## src/rtl/vec_flow_queue.sv

```systemverilog
// vec_flow_queue: parametrised val/rdy FIFO with arbitrary depth, occupancy
// count, almost-full flag, synchronous flush and an elaboration-time flow mode.
//
// Parameters:
//   WIDTH        payload bits per entry
//   DEPTH        number of entries (any integer >= 2)
//   MODE         0 = normal, 1 = bypass (empty queue passes recv straight to send),
//                2 = pipe (a full queue accepts when the head is leaving this cycle)
//   AFULL_THRESH occupancy at or above which almost_full asserts
//   CW           derived count width, holds 0..DEPTH
//
// Ports:
//   clk, reset          clock; asynchronous active-high reset
//   flush               synchronous clear of all entries, blocks all transfers
//   recv_msg/val/rdy    enqueue side
//   send_msg/val/rdy    dequeue side
//   count               current occupancy
//   almost_full         count >= AFULL_THRESH
module vec_flow_queue #(
  parameter int unsigned WIDTH        = 8,
  parameter int unsigned DEPTH        = 16,
  parameter int unsigned MODE         = 0,
  parameter int unsigned AFULL_THRESH = DEPTH - 1,
  localparam int unsigned CW          = $clog2(DEPTH + 1)
) (
  input  logic             clk,
  input  logic             reset,
  input  logic             flush,
  input  logic [WIDTH-1:0] recv_msg,
  input  logic             recv_val,
  output logic             recv_rdy,
  output logic [WIDTH-1:0] send_msg,
  output logic             send_val,
  input  logic             send_rdy,
  output logic [CW-1:0]    count,
  output logic             almost_full
);

  localparam int unsigned    PW        = $clog2(DEPTH);
  localparam logic [PW-1:0] LAST_PTR  = PW'(DEPTH - 1);
  localparam logic [CW-1:0] DEPTH_CNT = CW'(DEPTH);
  localparam logic [CW-1:0] AF_CNT    = CW'(AFULL_THRESH);

  logic [WIDTH-1:0] mem_q [DEPTH];
  logic [PW-1:0]    head_q, head_d;
  logic [PW-1:0]    tail_q, tail_d;
  logic [CW-1:0]    count_q, count_d;

  logic full_s;
  logic empty_s;
  logic enq_fire_s;
  logic deq_fire_s;
  logic bypass_s;
  logic enq_store_s;
  logic deq_store_s;

  // Pointers wrap explicitly so non-power-of-two depths work.
  function automatic logic [PW-1:0] ptr_inc(input logic [PW-1:0] p);
    if (p == LAST_PTR) begin
      return {PW{1'b0}};
    end else begin
      return p + PW'(1'b1);
    end
  endfunction

  // Handshake outputs and transfer qualification for the selected flow mode.
  always_comb begin
    full_s   = (count_q == DEPTH_CNT);
    empty_s  = (count_q == {CW{1'b0}});
    recv_rdy = 1'b0;
    send_val = 1'b0;
    send_msg = mem_q[head_q];

    // Reset gates the handshakes combinationally so nothing fires while it is held.
    case (MODE)
      32'd2:   recv_rdy = (!full_s || send_rdy) && !flush && !reset;
      default: recv_rdy = !full_s && !flush && !reset;
    endcase

    if ((MODE == 32'd1) && empty_s) begin
      send_val = recv_val && !flush && !reset;
      send_msg = recv_msg;
    end else begin
      send_val = !empty_s && !flush && !reset;
      send_msg = mem_q[head_q];
    end

    enq_fire_s  = recv_val && recv_rdy;
    deq_fire_s  = send_val && send_rdy;
    // A message passing straight through an empty bypass queue never touches storage.
    bypass_s    = (MODE == 32'd1) && empty_s && enq_fire_s && deq_fire_s;
    enq_store_s = enq_fire_s && !bypass_s;
    deq_store_s = deq_fire_s && !bypass_s;
  end

  // Next-state for pointers and occupancy; flush wins over any transfer.
  always_comb begin
    head_d  = head_q;
    tail_d  = tail_q;
    count_d = count_q;
    if (flush) begin
      head_d  = {PW{1'b0}};
      tail_d  = {PW{1'b0}};
      count_d = {CW{1'b0}};
    end else begin
      if (enq_store_s) begin
        tail_d = ptr_inc(tail_q);
      end else begin
        tail_d = tail_q;
      end
      if (deq_store_s) begin
        head_d = ptr_inc(head_q);
      end else begin
        head_d = head_q;
      end
      case ({enq_store_s, deq_store_s})
        2'b10:   count_d = count_q + CW'(1'b1);
        2'b01:   count_d = count_q - CW'(1'b1);
        default: count_d = count_q;
      endcase
    end
  end

  // Control state register with asynchronous reset.
  always_ff @(posedge clk or posedge reset) begin
    if (reset) begin
      head_q  <= {PW{1'b0}};
      tail_q  <= {PW{1'b0}};
      count_q <= {CW{1'b0}};
    end else begin
      head_q  <= head_d;
      tail_q  <= tail_d;
      count_q <= count_d;
    end
  end

  // Payload storage; contents survive reset and flush since pointers define validity.
  always_ff @(posedge clk) begin
    if (enq_store_s) begin
      mem_q[tail_q] <= recv_msg;
    end
  end

  assign count       = count_q;
  assign almost_full = (count_q >= AF_CNT);

endmodule

```

## config.mk

```make
export PLATFORM = sky130hd
export DESIGN_NAME = vec_flow_queue
export DESIGN_NICKNAME = d
export VERILOG_FILES = /design/src/rtl/vec_flow_queue.sv
export SDC_FILE = /design/constraint.sdc
export NUM_CORES = 1
export LEC_CHECK = 0
export ABC_AREA = 1
export CAP_MARGIN = 20
export CORE_MARGIN = 5
export CORE_UTILIZATION = 54
export DETAILED_ROUTE_END_ITERATION = 8
export PLACE_DENSITY = 0.75
export RECOVER_POWER = 100
export SLEW_MARGIN = 40
export SYNTH_ARGS = -nofsm -noshare
export SYNTH_HDL_FRONTEND = slang
export SYNTH_SLANG_ARGS = --single-unit
```

## constraint.sdc

```tcl
create_clock -name clk -period 1.9 [get_ports clk]
set_input_delay 0.38 -clock clk [delete_from_list [all_inputs] [get_ports clk]]
set_output_delay 0.38 -clock clk [all_outputs]
set_load 0.05 [all_outputs]
```

==> impl_metrics.toml, run 1 <==
[logic_synthesis]
syn_area_sq_mm = 0.00622
synth_top_area_cell = "edfxtp_1"
synthTopCellsByArea = "edfxtp_1 62%, nor2_1 5.4%, dfrtp_1 5.2%"
ys_warn_count = 0
avgSynthCellArea_sq_um = 12.2
syn_nets = 532
synth_edf_count = 128
ys_ff_latch = 141
ys_async_sr_fraction_pct = 9.22
ys_types = 36
synth_cells = 510
ys.flop_type = "edfxtp_1"
ys_seq_area_share_pct = 67.1
yosys.area.top_type_share_pct = 61.8

[routing]
post_drt_wl_per_cell_microns = 20.2
route.vias.total = 4362
ant_nets = 0
via_per_inst = 5.83
drt_wl_total_microns = 15100
dr.pass1.iters = 5
drc = 0
drtIter0Drc = 573

[global_route]
grt_use_total_pct = 22.3
grt_overflow = 0
antenna_found_initial = 0
grt_pass1_wl_microns = 23600
grt_max_degree = 48
grt_pass1_vias = 4395

[clock_tree]
clk_path_buf_depth = 2
cts_buffers = 17
h-tree-depth = 4
worstSkewPairLatency_ns = 0.42
cts.sinks = 141
holdBufCountCts = 0
cts_tree = "yes"
clockRootBuffer = "clkbuf_16"
path_clk_slew_ns = 0.05

[layout]
drive_above_1_share_pct = 28.6
layout_common_cells = "128 x edfxtp_1, 82 x nor2_1, 41 x o21ai_0"
postLayoutCoreUtil_pct = 69.5
area_delta_synth_final_pct = 27.1
final_common_cell = "edfxtp_1"
diodes = 0
n_fill_cell = 751
nets = 614

[sta]
maxSlewViolCount = 0
tightest_slew_ns = 0.763
final-setup-viol-count = 22
hold_viol = 0
slew-limit-headroom_pct = 49.1
max_freq_ghz = 0.421
min_period_ns = 2.38
setup_ws_ns = -0.477
finalCritPeriodShare_pct = 125
rsz0062_at_grt = "yes"
clock_skew_ns = 0.00564

[place]
io_buffers = 28
dp_hpwl_microns = 8790
gp_congestion = 0.794
place_ws_ns = -0.470

[setup_path]
cp.arrival_ns = 2.00
cp-end-kind = "output port"
required_ns = 1.52
critPathMaxFanout = 7
crit_type = "flop to output port"
crit_path_start_kind = "flop"

[die]
num_io_pins = 29
die_h_microns = 117
start_util_pct = 54.7
die_w_microns = 117
rows = 39
core_sq_mm = 0.0114
die-area_sq_mm = 0.0138

[run_status]
status = "complete, but fails checks"
violations = "negative setup slack"

[power_and_ir_drop]
p_leak_nw = 2.95
p_per_area_mw_per_mm2 = 905
peakVddDrop_uv = 617

[flow_run]
maxCapViolCount = 0

[min_path]
hold_class = "input port to asynchronous set/reset pin"
-- path summary, 6_finish.rpt --
path | from | end | slack [ns] | depth (start not counted)
max | head_q[0] | send_msg[6] | -0.48 | 10
min | reset | head_q[3] | 0.19 | 2
max reg2reg | count[0] | count[4] | -0.34 | 14
min reg2reg | count[4] | count[4] | 0.59 | 2
max in group asynchronous | reset | count[0] | 1.30 | 2
min in group clk | count[4] | count[4] | 0.59 | 2
-- worst max-delay path, stage by stage (launching register included) --
cell       delay, ns
dfrtp_2         0.47
inv_8           0.14
buf_12          0.11
clkbuf_16       0.13
nor2_2          0.03
nor2_1          0.09
o21ai_1         0.08
o211ai_1        0.10
nand3_1         0.13
nand2_2         0.14
buf_12          0.15
-- synthesized netlist by cell type (2+ instances only) --
| cell | count |
|---|---|
| nand2_1 | 42 |
| buf_2 | 7 |
| nand2_4 | 5 |
| xor2_1 | 2 |
| inv_2 | 3 |
| nor2_8 | 2 |
| ha_1 | 8 |
| a21oi_1 | 12 |
| o21ai_0 | 63 |
| clkbuf_1 | 4 |
| clkbuf_4 | 2 |
| buf_4 | 2 |
| clkbuf_2 | 2 |
| nor2_2 | 10 |
| o211ai_2 | 8 |
| nand3_1 | 26 |
| nor2_1 | 89 |
| nand4_1 | 6 |
| nand3_2 | 4 |
| o211ai_1 | 24 |
| edfxtp_1 | 128 |
| o21ai_1 | 8 |
| inv_1 | 23 |
| buf_6 | 6 |
| dfrtp_1 | 13 |
-- cells by family (layout without fill, tap and decap cells) --
group                    after synthesis  in the layout  synth area share [%]
flip-flops                           141            141                  67.1
AND/OR/NAND/NOR                      188            188                  14.5
buffers and inverters                 53            148                  4.83
XOR/XNOR                               3              3                 0.423
adder cells (fa/ha/maj)                9              9                  1.93
AO/OA/AOI/OAI                        116            116                  11.3
-- final cells by class --
type	instances	area, sq um	area share, %
Clock buffer	18	429	5.43
Clock inverter	14	128	1.61
Inverter	28	118	1.49
Multi-Input combinational cell	316	1880	23.7
Sequential cell	141	4180	52.8
Tap cell	143	179	2.26
Timing Repair Buffer	88	998	12.6
-- state kept, by name (all words and copies together) (netlist names) --
signal / count
tail_q: 4
count: 5
head_q: 4
mem_q: 128
-- power breakdown --
group | total (mW) | internal, mW | switching (mW)
clock | 3.12 | 1.90 | 1.22
combinational | 0.612 | 0.250 | 0.362
sequential | 3.42 | 3.41 | 0.0139
-- through the flow --
stage / area [sq um] / power [mW] / instances / TNS, ns / hold slack [ns]
after floorplan: 6280 / 3.78 / 510 / -0.214 / 0.257
after global placement: 7060 / 4.00 / 704 / -25.34 / 0.601
after detailed placement: 7060 / 4.01 / 704 / -30.99 / 0.610
after CTS: 7850 / 7.13 / 745 / -3.07 / 0.203
after global routing: 7910 / 7.35 / 748 / -16.49 / 0.243
final: 7910 / 7.15 / 748 / -4.41 / 0.194
-- per-layer routing --
metal,track usage (%),wire length (microns),vias to the layer above
li1,-,-,1996
met2,36.5,7640,227
met3,5.92,1220,48
met5,0,0,-
met1,27.8,5790,2091
met4,10.1,461,0
-- what timing repair did --
item                       4_1_cts  5_1_grt
resized for setup               44       23
cloned                           4        1
pin swaps                       25       17
setup endpoints to repair       12       12
buffers inserted                 5        3
hold endpoints to repair         0        0
Note: power is estimated with default switching activity, not from simulation.
==> run 2: changes to the inputs <==
CORE_UTILIZATION = 45   (was 54)
MAX_ROUTING_LAYER = met4   (was unset)
PLACE_DENSITY = unset   (was 0.75)
clock period = 2.5 ns   (was 1.9 ns; I/O delays follow)
==> run 2 against run 1 <==
  * The run now ends clean
  * Global-route usage is 3.4 points lower
  * Worst hold slack better by 0.43 ns
  * Clock-buffer cell count is 7 higher
  * Clock power is 13% lower
  * Flip-flop and latch count stayed put
  * Clock skew is 0.0035 ns higher
  * Setup slack better by 0.50 ns
  * First-iteration DRC count is 43% lower
  * Via count is 7.4% lower
  * Sequential power is 24% lower
  * Core utilization is 14 points lower
==> impl_metrics.toml, run 2 (synthesis results as in run 1) <==
[setup_path]
required_ns = 2.00
ff2ff_path_depth = 15
critPathMaxStageDelay_ns = 0.49
rr_endpoint = "count[4]"
crit_buf_inv = 3
crit_path_start_kind = "flop"
cp-end-kind = "output port"
ff2ff_setup_slack_ns = 0.39
crit_type = "flop to output port"
cp_slowest_cell = "dfrtp_2"
rr_startpoint = "count[1]"
cp.depth = 7
crit_family = "flip-flops"
critPathMaxFanout = 12
cp.arrival_ns = 1.98
path_cells = "inv_8 > buf_6 > o21ai_0 > o211ai_1 > nand3_1 > nand2_2 > buf_12"

[global_route]
grt_pass1_wl_microns = 22300
grt_pass1_vias = 3988
grt_max_degree = 35
antenna_found_initial = 0
grt_use_total_pct = 18.9
grt_overflow = 0

[clock_tree]
clockRootBuffer = "clkbuf_16"
path_clk_slew_ns = 0.06
worstSkewPairLatency_ns = 0.41
cts_buffers = 17
clk_path_buf_depth = 2
cts.sinks = 141
h-tree-depth = 4
holdBufCountCts = 0
cts_tree = "yes"

[layout]
area_delta_synth_final_pct = 22.0
regMostFlops = "mem_q"
n_fill_cell = 1145
final_common_cell = "edfxtp_1"
diodes = 0
nets = 589
seqCellArea_sq_mm = 0.00417
layout_common_cells = "128 x edfxtp_1, 90 x nor2_1, 59 x o21ai_0"
largest_reg_flops = 128
drive_above_1_share_pct = 19.3
multi_input_comb_area_sq_mm = 0.00174

[die]
die_w_microns = 128
rows = 43
core_sq_mm = 0.0137
die_h_microns = 128
start_util_pct = 45.3
num_io_pins = 29
die-area_sq_mm = 0.0163

[flow_run]
maxCapViolCount = 0

[power_and_ir_drop]
p_leak_nw = 2.81
p_per_area_mw_per_mm2 = 749
totalPowerFinal_mw = 5.68
peakVddDrop_uv = 461

[routing]
dr.pass1.iters = 5
drtIter0Drc = 324
drc = 0
route.vias.total = 4038
drt_wl_total_microns = 14100
via_per_inst = 5.31
ant_nets = 0
post_drt_wl_per_cell_microns = 18.6

[sta]
slew-limit-headroom_pct = 50.0
hold_viol = 0
finalCritPeriodShare_pct = 99.2
final-setup-viol-count = 0
setup_ws_ns = 0.0197
clock_skew_ns = 0.00912
min_period_ns = 2.48
max_freq_ghz = 0.403
hold_ws_ns = 0.621
tightest_slew_ns = 0.748
maxSlewViolCount = 0
rsz0062_at_grt = "yes"

[min_path]
hold_class = "input port to asynchronous set/reset pin"

[place]
gp_congestion = 0.853
dp_hpwl_microns = 8950
io_buffers = 28
place_ws_ns = -0.0543

[run_status]
status = "finished, final reports clean"
[run 2: cell type report]
| cell class | instances | share of cell area [%] |
|---|---|---|
| Clock buffer | 25 | 7.54 |
| Clock inverter | 7 | 1.20 |
| Multi-Input combinational cell | 316 | 23.0 |
| Inverter | 28 | 1.52 |
| Sequential cell | 141 | 55.0 |
| Timing Repair Buffer | 63 | 8.76 |
| Tap cell | 180 | 2.97 |
[run 2: stage by stage]
| stage | setup TNS [ns] | instance area [sq um] | cells | util (%) |
|---|---|---|---|---|
| finish | 0 | 7580 | 760 | 55.3 |
| global route | -0.401 | 7580 | 760 | 55.3 |
| CTS | -0.000556 | 7660 | 760 | 55.8 |
| detailed placement | -0.0543 | 6900 | 725 | 50.3 |
| global placement | 0 | 6900 | 725 | 50.3 |
| floorplan | 0 | 6220 | 510 | - |
[run 2: power breakdown]
part	internal (mW)	switching, mW	total [mW]
combinational	0.131	0.241	0.372
sequential	2.59	0.0155	2.60
clock	1.79	0.912	2.70
total	4.51	1.17	5.68
[run 2: routing by layer]
| layer | vias up | GRT usage, % | part of all wire [%] |
|---|---|---|---|
| met5 | - | - | 0 |
| met4 | 0 | 7.70 | 2.0 |
| met3 | 16 | 3.97 | 4.4 |
| met2 | 104 | 29.0 | 49 |
| met1 | 1969 | 24.7 | 45 |
| li1 | 1949 | - | - |
[run 2: worst reg2reg max path, delay by kind of cell (launching register included)]
family | cells | cell delay (ns)
fa+ha+maj | 1 | 0.32
simple gates | 11 | 0.91
buf+inv | 2 | 0.12
flops | 1 | 0.46
compound gates | 1 | 0.20
[run 2: worst max path at each step]
stage               startpoint          end  slack (ns)
detailed placement       flush     count[4]       -0.05
global route         head_q[0]  send_msg[6]       -0.08
global placement         flush     count[4]        0.02
CTS                  head_q[0]  send_msg[3]     -0.0006
finish               head_q[0]  send_msg[3]        0.02
floorplan             count[0]  almost_full        0.03
[run 2: repair_timing]
| item | CTS | global route |
|---|---|---|
| gates cloned | 1 | 0 |
| gates resized for setup | 13 | 15 |
| endpoints found under the hold margin | 0 | 0 |
| pin swaps | 2 | 4 |
| endpoints found under the setup margin | 9 | 8 |
| buffers inserted | 2 | 0 |
